File: src/rtl/branch_target_predictor.sv
// Branch target buffer with per-entry saturating direction counters for the IF stage.
// Optional statistics counters are built when BP_STATS_EN is defined.
module branch_target_predictor #(
    parameter int ENTRIES = 16,
    parameter int PC_W    = 32,
    parameter int CTR_W   = 2
) (
    input  logic            clk,
    input  logic            rst,
    input  logic [PC_W-1:0] if_pc,
    output logic            pred_hit,
    output logic            pred_taken,
    output logic [PC_W-1:0] pred_pc,
    input  logic            upd_valid,
    input  logic [PC_W-1:0] upd_pc,
    input  logic            upd_uncond,
    input  logic            upd_taken,
    input  logic [PC_W-1:0] upd_target,
    input  logic            upd_pred_taken,
    input  logic [PC_W-1:0] upd_pred_pc,
    output logic            mispredict,
    output logic [PC_W-1:0] correct_pc,
    input  logic            flush_all,
    output logic [31:0]     stat_updates,
    output logic [31:0]     stat_mispredicts
);

    localparam int IDX_W = $clog2(ENTRIES);
    localparam int TAG_W = PC_W - IDX_W - 2;
    localparam logic [CTR_W-1:0] CTR_MAX  = {CTR_W{1'b1}};
    localparam logic [CTR_W-1:0] CTR_WEAK = CTR_W'(1) << (CTR_W - 1);
    localparam logic [CTR_W-1:0] CTR_RST  = CTR_WEAK - CTR_W'(1);

    logic             valid_q  [ENTRIES];
    logic [TAG_W-1:0] tag_q    [ENTRIES];
    logic [PC_W-1:0]  target_q [ENTRIES];
    logic [CTR_W-1:0] ctr_q    [ENTRIES];

    logic [IDX_W-1:0] lookupIdx, updIdx;
    logic [TAG_W-1:0] lookupTag, updTag;
    logic             updHit;
    logic             wrEn;
    logic [CTR_W-1:0] ctr_d;
    logic [PC_W-1:0]  target_d;

    assign lookupIdx  = if_pc[IDX_W+1:2];
    assign lookupTag  = if_pc[PC_W-1:IDX_W+2];
    assign updIdx     = upd_pc[IDX_W+1:2];
    assign updTag     = upd_pc[PC_W-1:IDX_W+2];

    assign pred_hit   = valid_q[lookupIdx] && (tag_q[lookupIdx] == lookupTag);
    assign pred_taken = pred_hit && ctr_q[lookupIdx][CTR_W-1];
    assign pred_pc    = pred_taken ? target_q[lookupIdx] : if_pc + PC_W'(4);

    assign mispredict = upd_valid && (upd_taken ? (upd_pred_pc != upd_target) : upd_pred_taken);
    assign correct_pc = (upd_valid && upd_taken) ? upd_target : upd_pc + PC_W'(4);

    assign updHit     = valid_q[updIdx] && (tag_q[updIdx] == updTag);

    // Next contents of the indexed entry; a miss that resolves not-taken leaves it alone.
    always_comb begin
        wrEn     = 1'b0;
        ctr_d    = ctr_q[updIdx];
        target_d = target_q[updIdx];
        if (upd_valid) begin
            if (updHit && upd_uncond) begin
                wrEn     = 1'b1;
                ctr_d    = CTR_MAX;
                target_d = upd_target;
            end else if (updHit) begin
                wrEn = 1'b1;
                if (upd_taken) begin
                    target_d = upd_target;
                    if (ctr_q[updIdx] != CTR_MAX) ctr_d = ctr_q[updIdx] + CTR_W'(1);
                end else if (ctr_q[updIdx] != '0) begin
                    ctr_d = ctr_q[updIdx] - CTR_W'(1);
                end
            end else if (upd_taken) begin
                wrEn     = 1'b1;
                ctr_d    = upd_uncond ? CTR_MAX : CTR_WEAK;
                target_d = upd_target;
            end
        end
    end

    // Flush wins over a same-cycle update so a stale redirect cannot repopulate the table.
    always_ff @(posedge clk or negedge rst) begin
        if (!rst) begin
            for (int i = 0; i < ENTRIES; i++) begin
                valid_q[i]  <= 1'b0;
                tag_q[i]    <= '0;
                target_q[i] <= '0;
                ctr_q[i]    <= CTR_RST;
            end
        end else if (flush_all) begin
            for (int i = 0; i < ENTRIES; i++) valid_q[i] <= 1'b0;
        end else if (wrEn) begin
            valid_q[updIdx]  <= 1'b1;
            tag_q[updIdx]    <= updTag;
            target_q[updIdx] <= target_d;
            ctr_q[updIdx]    <= ctr_d;
        end
    end

`ifdef BP_STATS_EN
    logic [31:0] statUpd_q, statMis_q;

    always_ff @(posedge clk or negedge rst) begin
        if (!rst) begin
            statUpd_q <= '0;
            statMis_q <= '0;
        end else begin
            if (upd_valid && !flush_all && (statUpd_q != '1)) statUpd_q <= statUpd_q + 32'd1;
            if (mispredict && (statMis_q != '1)) statMis_q <= statMis_q + 32'd1;
        end
    end

    assign stat_updates     = statUpd_q;
    assign stat_mispredicts = statMis_q;
`else
    assign stat_updates     = '0;
    assign stat_mispredicts = '0;
`endif

endmodule

File: config.mk
export PLATFORM = sky130hd
export DESIGN_NAME = branch_target_predictor
export DESIGN_NICKNAME = d
export VERILOG_FILES = /design/src/rtl/branch_target_predictor.sv
export SDC_FILE = /design/constraint.sdc
export NUM_CORES = 2
export LEC_CHECK = 0
export CAP_MARGIN = 10
export CORE_MARGIN = 2
export CORE_UTILIZATION = 50
export DETAILED_ROUTE_END_ITERATION = 16
export GPL_TIMING_DRIVEN = 1
export HOLD_SLACK_MARGIN = 0.1
export PLACE_DENSITY = 0.7
export RECOVER_POWER = 100
export SKIP_LAST_GASP = 1
export SLEW_MARGIN = 20
export SYNTH_ARGS = -nofsm -noshare
export SYNTH_HDL_FRONTEND = slang
export SYNTH_SLANG_ARGS = --single-unit
File: constraint.sdc
create_clock -name clk -period 14.1 [get_ports clk]
set_input_delay 4.23 -clock clk [delete_from_list [all_inputs] [get_ports clk]]
set_output_delay 4.23 -clock clk [all_outputs]
set_load 0.03 [all_outputs]
* After elaboration in Yosys (flattened, before gate mapping)
Cells that the tools add are included.
** Word-level totals
- Bits in registers :: 976
- Output and inout port bits :: 131
- Word-level logic and storage cells :: 144
** Cells by class
- Add/subtract/negate cells :: 4
- Order comparisons :: 3
- Eq/ne operators :: 4
- Muxes and demuxes :: 55
- Bitwise gates (word level) :: 4
- Reductions and logical operators :: 10
** Operator list (number)
- 512-bit bitwise mux :: 1
- 416-bit bitwise mux :: 1
- 32-bit two-way mux :: 10
- 32-bit binary-select mux with 4-bit select :: 2
- 26-bit binary-select mux with 4-bit select :: 2
- 26-bit two-way mux :: 5
- 32-bit demux with 4-bit select :: 1
- 26-bit demux with 4-bit select :: 1
- 32-bit by 3-bit adder with 32-bit output, second input constant :: 2
- 26-bit == test :: 2
- 32-bit bitwise mux :: 1
- 16-bit two-way mux :: 2
- 32-bit inequality test :: 1
- 2-bit two-way mux :: 12
- 2-bit binary-select mux with 4-bit select :: 2
- 16-bit bitwise OR :: 1
- 1-bit two-way mux :: 11
- 5-bit >= comparator, second input constant :: 2
- 4-bit NOT with 5-bit output :: 2
- 1-bit binary-select mux with 4-bit select :: 2
- 2-bit demux with 4-bit select :: 1
- 1-bit logical AND :: 7
- 5-bit by 1-bit less-than comparator with 1-bit output, second input constant :: 1
- 1-bit demux with 4-bit select :: 1
- other kinds (6) :: 7

* Depth between registers and ports, before layout
- Depth in word-level cells :: 11
- Mapped depth :: 16
- Depth with buffers taken out :: 9

* Least setup slack after synthesis
OpenSTA, ideal clock, no wires.
- Kind :: input port to output port
- From :: input if_pc[2]
- To :: output pred_pc[2]
- Data arrival time :: 8387 ps
- Path slack :: 1483 ps
- Stages :: 12
- Buffers on the path :: 4
- Path through :: clkbuf_1 buf_1 buf_1 mux4_2 mux2i_1 a21oi_1 xor2_1 nor4_1 nand4_1 a2111oi_2 buf_2 mux2i_1
** On the way
- Cells in the longest elaborated chain, start to end :: 8
- Elaborated cells on any way between the ends :: 18
** Ends and longest elaborated chain
- from (decl) :: RTL line 10 : input logic [PC_W-1:0] if_pc,
- 4-bit NOT with 5-bit output (implied by the code) (*) :: RTL line 51, 52
- 26-bit binary-select mux with 4-bit select :: RTL line 51 : assign pred_hit = valid_q[lookupIdx] && (tag_q[lookupIdx] == lookupTag);
- 26-bit two-way mux (implied by the code) (2 in a row) :: RTL line 51
- 26-bit == test :: RTL line 51
- 1-bit logical AND :: RTL line 51
- 1-bit logical AND (*) :: RTL line 52 : assign pred_taken = pred_hit && ctr_q[lookupIdx][CTR_W-1];
- named net pred_taken :: RTL line 12 : output logic pred_taken,
- 32-bit two-way mux (*) :: RTL line 53 : assign pred_pc = pred_taken ? target_q[lookupIdx] : if_pc + PC_W'(4);
- to (decl) :: RTL line 13 : output logic [PC_W-1:0] pred_pc,
Mark *: on every way through the listed nets, which the timed path passes. The rest lies on a longest branch. The select of a mux whose other input is x is not followed.

* Worst setup path in the final report
- From :: input upd_valid
- To :: output correct_pc[18]
** On the way
- Cells in the longest elaborated chain, start to end :: 2
** Ends and longest elaborated chain
- from (decl) :: RTL line 14 : input logic upd_valid,
- 1-bit logical AND :: RTL line 56 : assign correct_pc = (upd_valid && upd_taken) ? upd_target : upd_pc + PC_W'(4);
- 32-bit two-way mux :: RTL line 56
- to (decl) :: RTL line 22 : output logic [PC_W-1:0] correct_pc,
No other way between the ends.

==> impl_metrics.json <==
{
  "fmax_mhz": 73.5,
  "pwr_density_cell_nw_per_um2": 121,
  "grt_overflow": 0,
  "ys_types": 69,
  "avgSynthCellArea_sq_um": 15.1,
  "worst_slew_pin_slew_ns": 5.71,
  "viasPerCell": 6.75,
  "drive_above_1_share": 0.473,
  "dieHeight_um": 337,
  "p_leak_nw": 27.5,
  "synth_xor_area_frac": 0.0207,
  "period_share": 0.965,
  "min_from": "target_q[335]",
  "fp.coreArea_sq_um": 110000,
  "drt-total-wl_mm": 174,
  "ant_nets": 0,
  "ys_seq_area_frac": 0.442,
  "clk_pin_slew_ns": 0.06,
  "synth_area_leaders": "dfrtp_1 43%, mux4_2 22%, mux2_2 20%",
  "seq_area_sq_um": 24400,
  "worstSetupPathType": "in -> out",
  "grt_pass1_vias": 35875,
  "die-area_sq_um": 113000,
  "multi_input_area_sq_um": 28800,
  "crit_arrival_ns": 9.37,
  "synth_edf_count": 0,
  "setup_viol": 0,
  "status": "complete, but fails checks",
  "yosys-top-cells-count": "969 x mux2_2, 960 x dfrtp_1, 546 x mux4_2",
  "synthCells": 3673,
  "grt_pass1_wl_mm": 255,
  "cp-start-kind": "primary input",
  "clk_path_buf_depth": 3,
  "r2r-end": "target_q[411]",
  "reg2reg_depth": 10,
  "yosysWarnings": 0,
  "crit_required_ns": 9.87,
  "r2r_start": "tag_q[309]",
  "wl_per_cell_um": 32.9,
  "setup.worst_path.end_class": "output port",
  "cts_tree": "yes",
  "crit_chain": "clkdlybuf4s50_1 -> buf_4 -> and2_0 -> o21ai_0 -> dlygate4sd3_1",
  "synth_mux_area_frac": 0.447,
  "io_pins": 266,
  "clkSinkCount": 976,
  "synthAdderAreaFrac": 0.00113,
  "gp_congestion": 0.959,
  "grt_max_degree": 168,
  "h-tree-depth": 3,
  "synth.most_common_cell": "mux2_2",
  "reg2reg_setup_slack_ns": 7.51,
  "ys_ff_latch": 976,
  "rsz0062_at_grt": "false",
  "hp-class": "reg -> reg",
  "drv_cap": 20,
  "cp_slowest_cell": "and2_0",
  "hold_viol": 0,
  "synthSimpleGateAreaFrac": 0.0252,
  "start_util": 0.502,
  "syn_area_sq_um": 55300,
  "clk_latency_ns": 0.72,
  "critPathTopFamily": "simple AND/OR/NAND/NOR gates",
  "period_needed_ns": 13.60,
  "drv_slew": 1228,
  "drc_errors": 0,
  "path_max_fanout": 59,
  "antenna_found_initial": 17,
  "post_cts_buffers": 0,
  "hold_path_end": "target_q[335]",
  "failed_checks": "capacitance limit, slew limit",
  "fillers": 8877,
  "fin_nets": 3856,
  "postCtsHoldBufs": 0,
  "num_vias": 35741,
  "synth_top_family_by_area": "multiplexers",
  "crit_buf_inv": 3,
  "area_growth_pct": 11.5,
  "ctsResizeCount": 0,
  "yosysTopAreaCellShare": 0.434,
  "rows": 122,
  "grt.total_usage": 0.311,
  "cts_buffers": 106,
  "hold_depth": 1,
  "slew_headroom": -2.80,
  "synth_top_area_cell": "dfrtp_1",
  "holdWs_ns": 0.515,
  "ys.flop_type": "dfrtp_1",
  "synth-compound-area-share": 0.0227,
  "first_pass_iters": 7,
  "async_flop_share": 1.00,
  "cts_root_buf": "clkbuf_16",
  "place_hpwl_mm": 109,
  "setup_tns_ns": 0,
  "ir_worst_vdd_mv": 0.0971,
  "critPathMaxStageDelay_ns": 2.36,
  "die_x_um": 337,
  "portBuffers": 201,
  "drt-initial-drc-count": 3861,
  "clock_skew_ns": 0.0264
}
-- cell type report --
type,instances,area share
Inverter,34,0.00211
Tap cell,1488,0.0302
Clock inverter,45,0.00982
Clock buffer,151,0.0501
Antenna cell,5,0.000203
Sequential cell,976,0.396
Timing Repair Buffer,297,0.0440
Multi-Input combinational cell,2301,0.467
-- how the worst max path moves through the flow --
| stage | start | end | cells past startpoint | slack, ns |
|---|---|---|---|---|
| 2_1_floorplan | if_pc[2] | pred_pc[2] | 12 | 1.48 |
| 3_3_place_gp | if_pc[2] | pred_pc[30] | 11 | 0.82 |
| 3_5_place_dp | if_pc[2] | pred_pc[25] | 11 | 0.86 |
| 4_1_cts | if_pc[2] | pred_pc[25] | 12 | 0.86 |
| 5_1_grt | upd_pc[2] | tag_q[349] | 12 | 0.33 |
| 6_report | upd_valid | correct_pc[18] | 5 | 0.50 |
-- through the flow --
| step | area [sq um] | util | worst slack (ns) | cells | total power [W] |
|---|---|---|---|---|---|
| 2_1_floorplan | 55500 | - | 1.48 | 3736 | 0.00412 |
| 3_3_place_gp | 58100 | 0.527 | 0.820 | 5096 | 0.00453 |
| 3_5_place_dp | 58100 | 0.527 | 0.862 | 5096 | 0.00455 |
| 4_1_cts | 61800 | 0.561 | 0.864 | 5292 | 0.00749 |
| 5_1_grt | 61700 | 0.560 | 0.330 | 5294 | 0.00772 |
| 6_report | 61700 | 0.560 | 0.497 | 5297 | 0.00747 |
-- state kept, by name, indices dropped and copies added, names as in the netlist --
signal,cells
ctr_q,32
tag_q,416
valid_q,16
target_q,512
-- power breakdown --
part / leakage (nW) / internal (W) / switching (W)
Clock: 1.82 / 0.00173 / 0.00122
Sequential: 13.2 / 0.00307 / 0.000202
Combinational: 12.5 / 0.000626 / 0.000619
-- layer usage --
metal	up-vias	part of all wire	track usage
li1	14151	-	-
met5	-	0.00060	0
met1	19176	0.39	0.428
met3	405	0.12	0.105
met4	16	0.043	0.119
met2	1993	0.44	0.459
-- worst reg2reg max path, cell delays in order, from the launching register on --
cell	delay, ns
dfrtp_1	0.41
mux4_2	0.53
a22o_1	0.26
nor4_1	0.72
a41oi_1	0.23
nor3_1	0.24
o2111ai_1	0.57
o21ai_4	0.82
and3_2	1.62
buf_4	0.66
mux2_2	0.41
-- placed cells by master (no fill, tap or decap), types with 6 or more instances in the layout --
cell / count
a211oi_1: 18
a21oi_1: 24
a22o_1: 8
a22oi_1: 14
a31oi_1: 7
and3_1: 15
buf_4: 70
bufinv_16: 11
clkbuf_1: 26
clkbuf_16: 107
clkbuf_2: 19
clkbuf_8: 25
clkdlybuf4s50_1: 130
clkinv_2: 21
conb_1: 64
dfrtp_1: 960
dfstp_2: 16
dlygate4sd3_1: 62
inv_1: 32
mux2_1: 90
mux2_2: 945
mux2i_1: 75
mux4_2: 546
nand2_1: 87
nand2b_1: 8
nand3_1: 21
nand3_4: 6
nand4_1: 29
nor2_1: 31
nor2b_1: 29
nor3_1: 8
nor4_1: 11
o21ai_0: 49
o22ai_1: 11
xnor2_1: 80
xor2_1: 51
-- logic make-up (layout without fill, tap and decap cells) --
group	Yosys count	count (layout)
compound gates	181	181
mux	1656	1656
other cells	1	69
flops	976	976
fa+ha+maj	5	5
xor+xnor	131	131
simple gates	264	264
buf+inv	459	527
No activity file was read; power rests on OpenSTA's default activity.
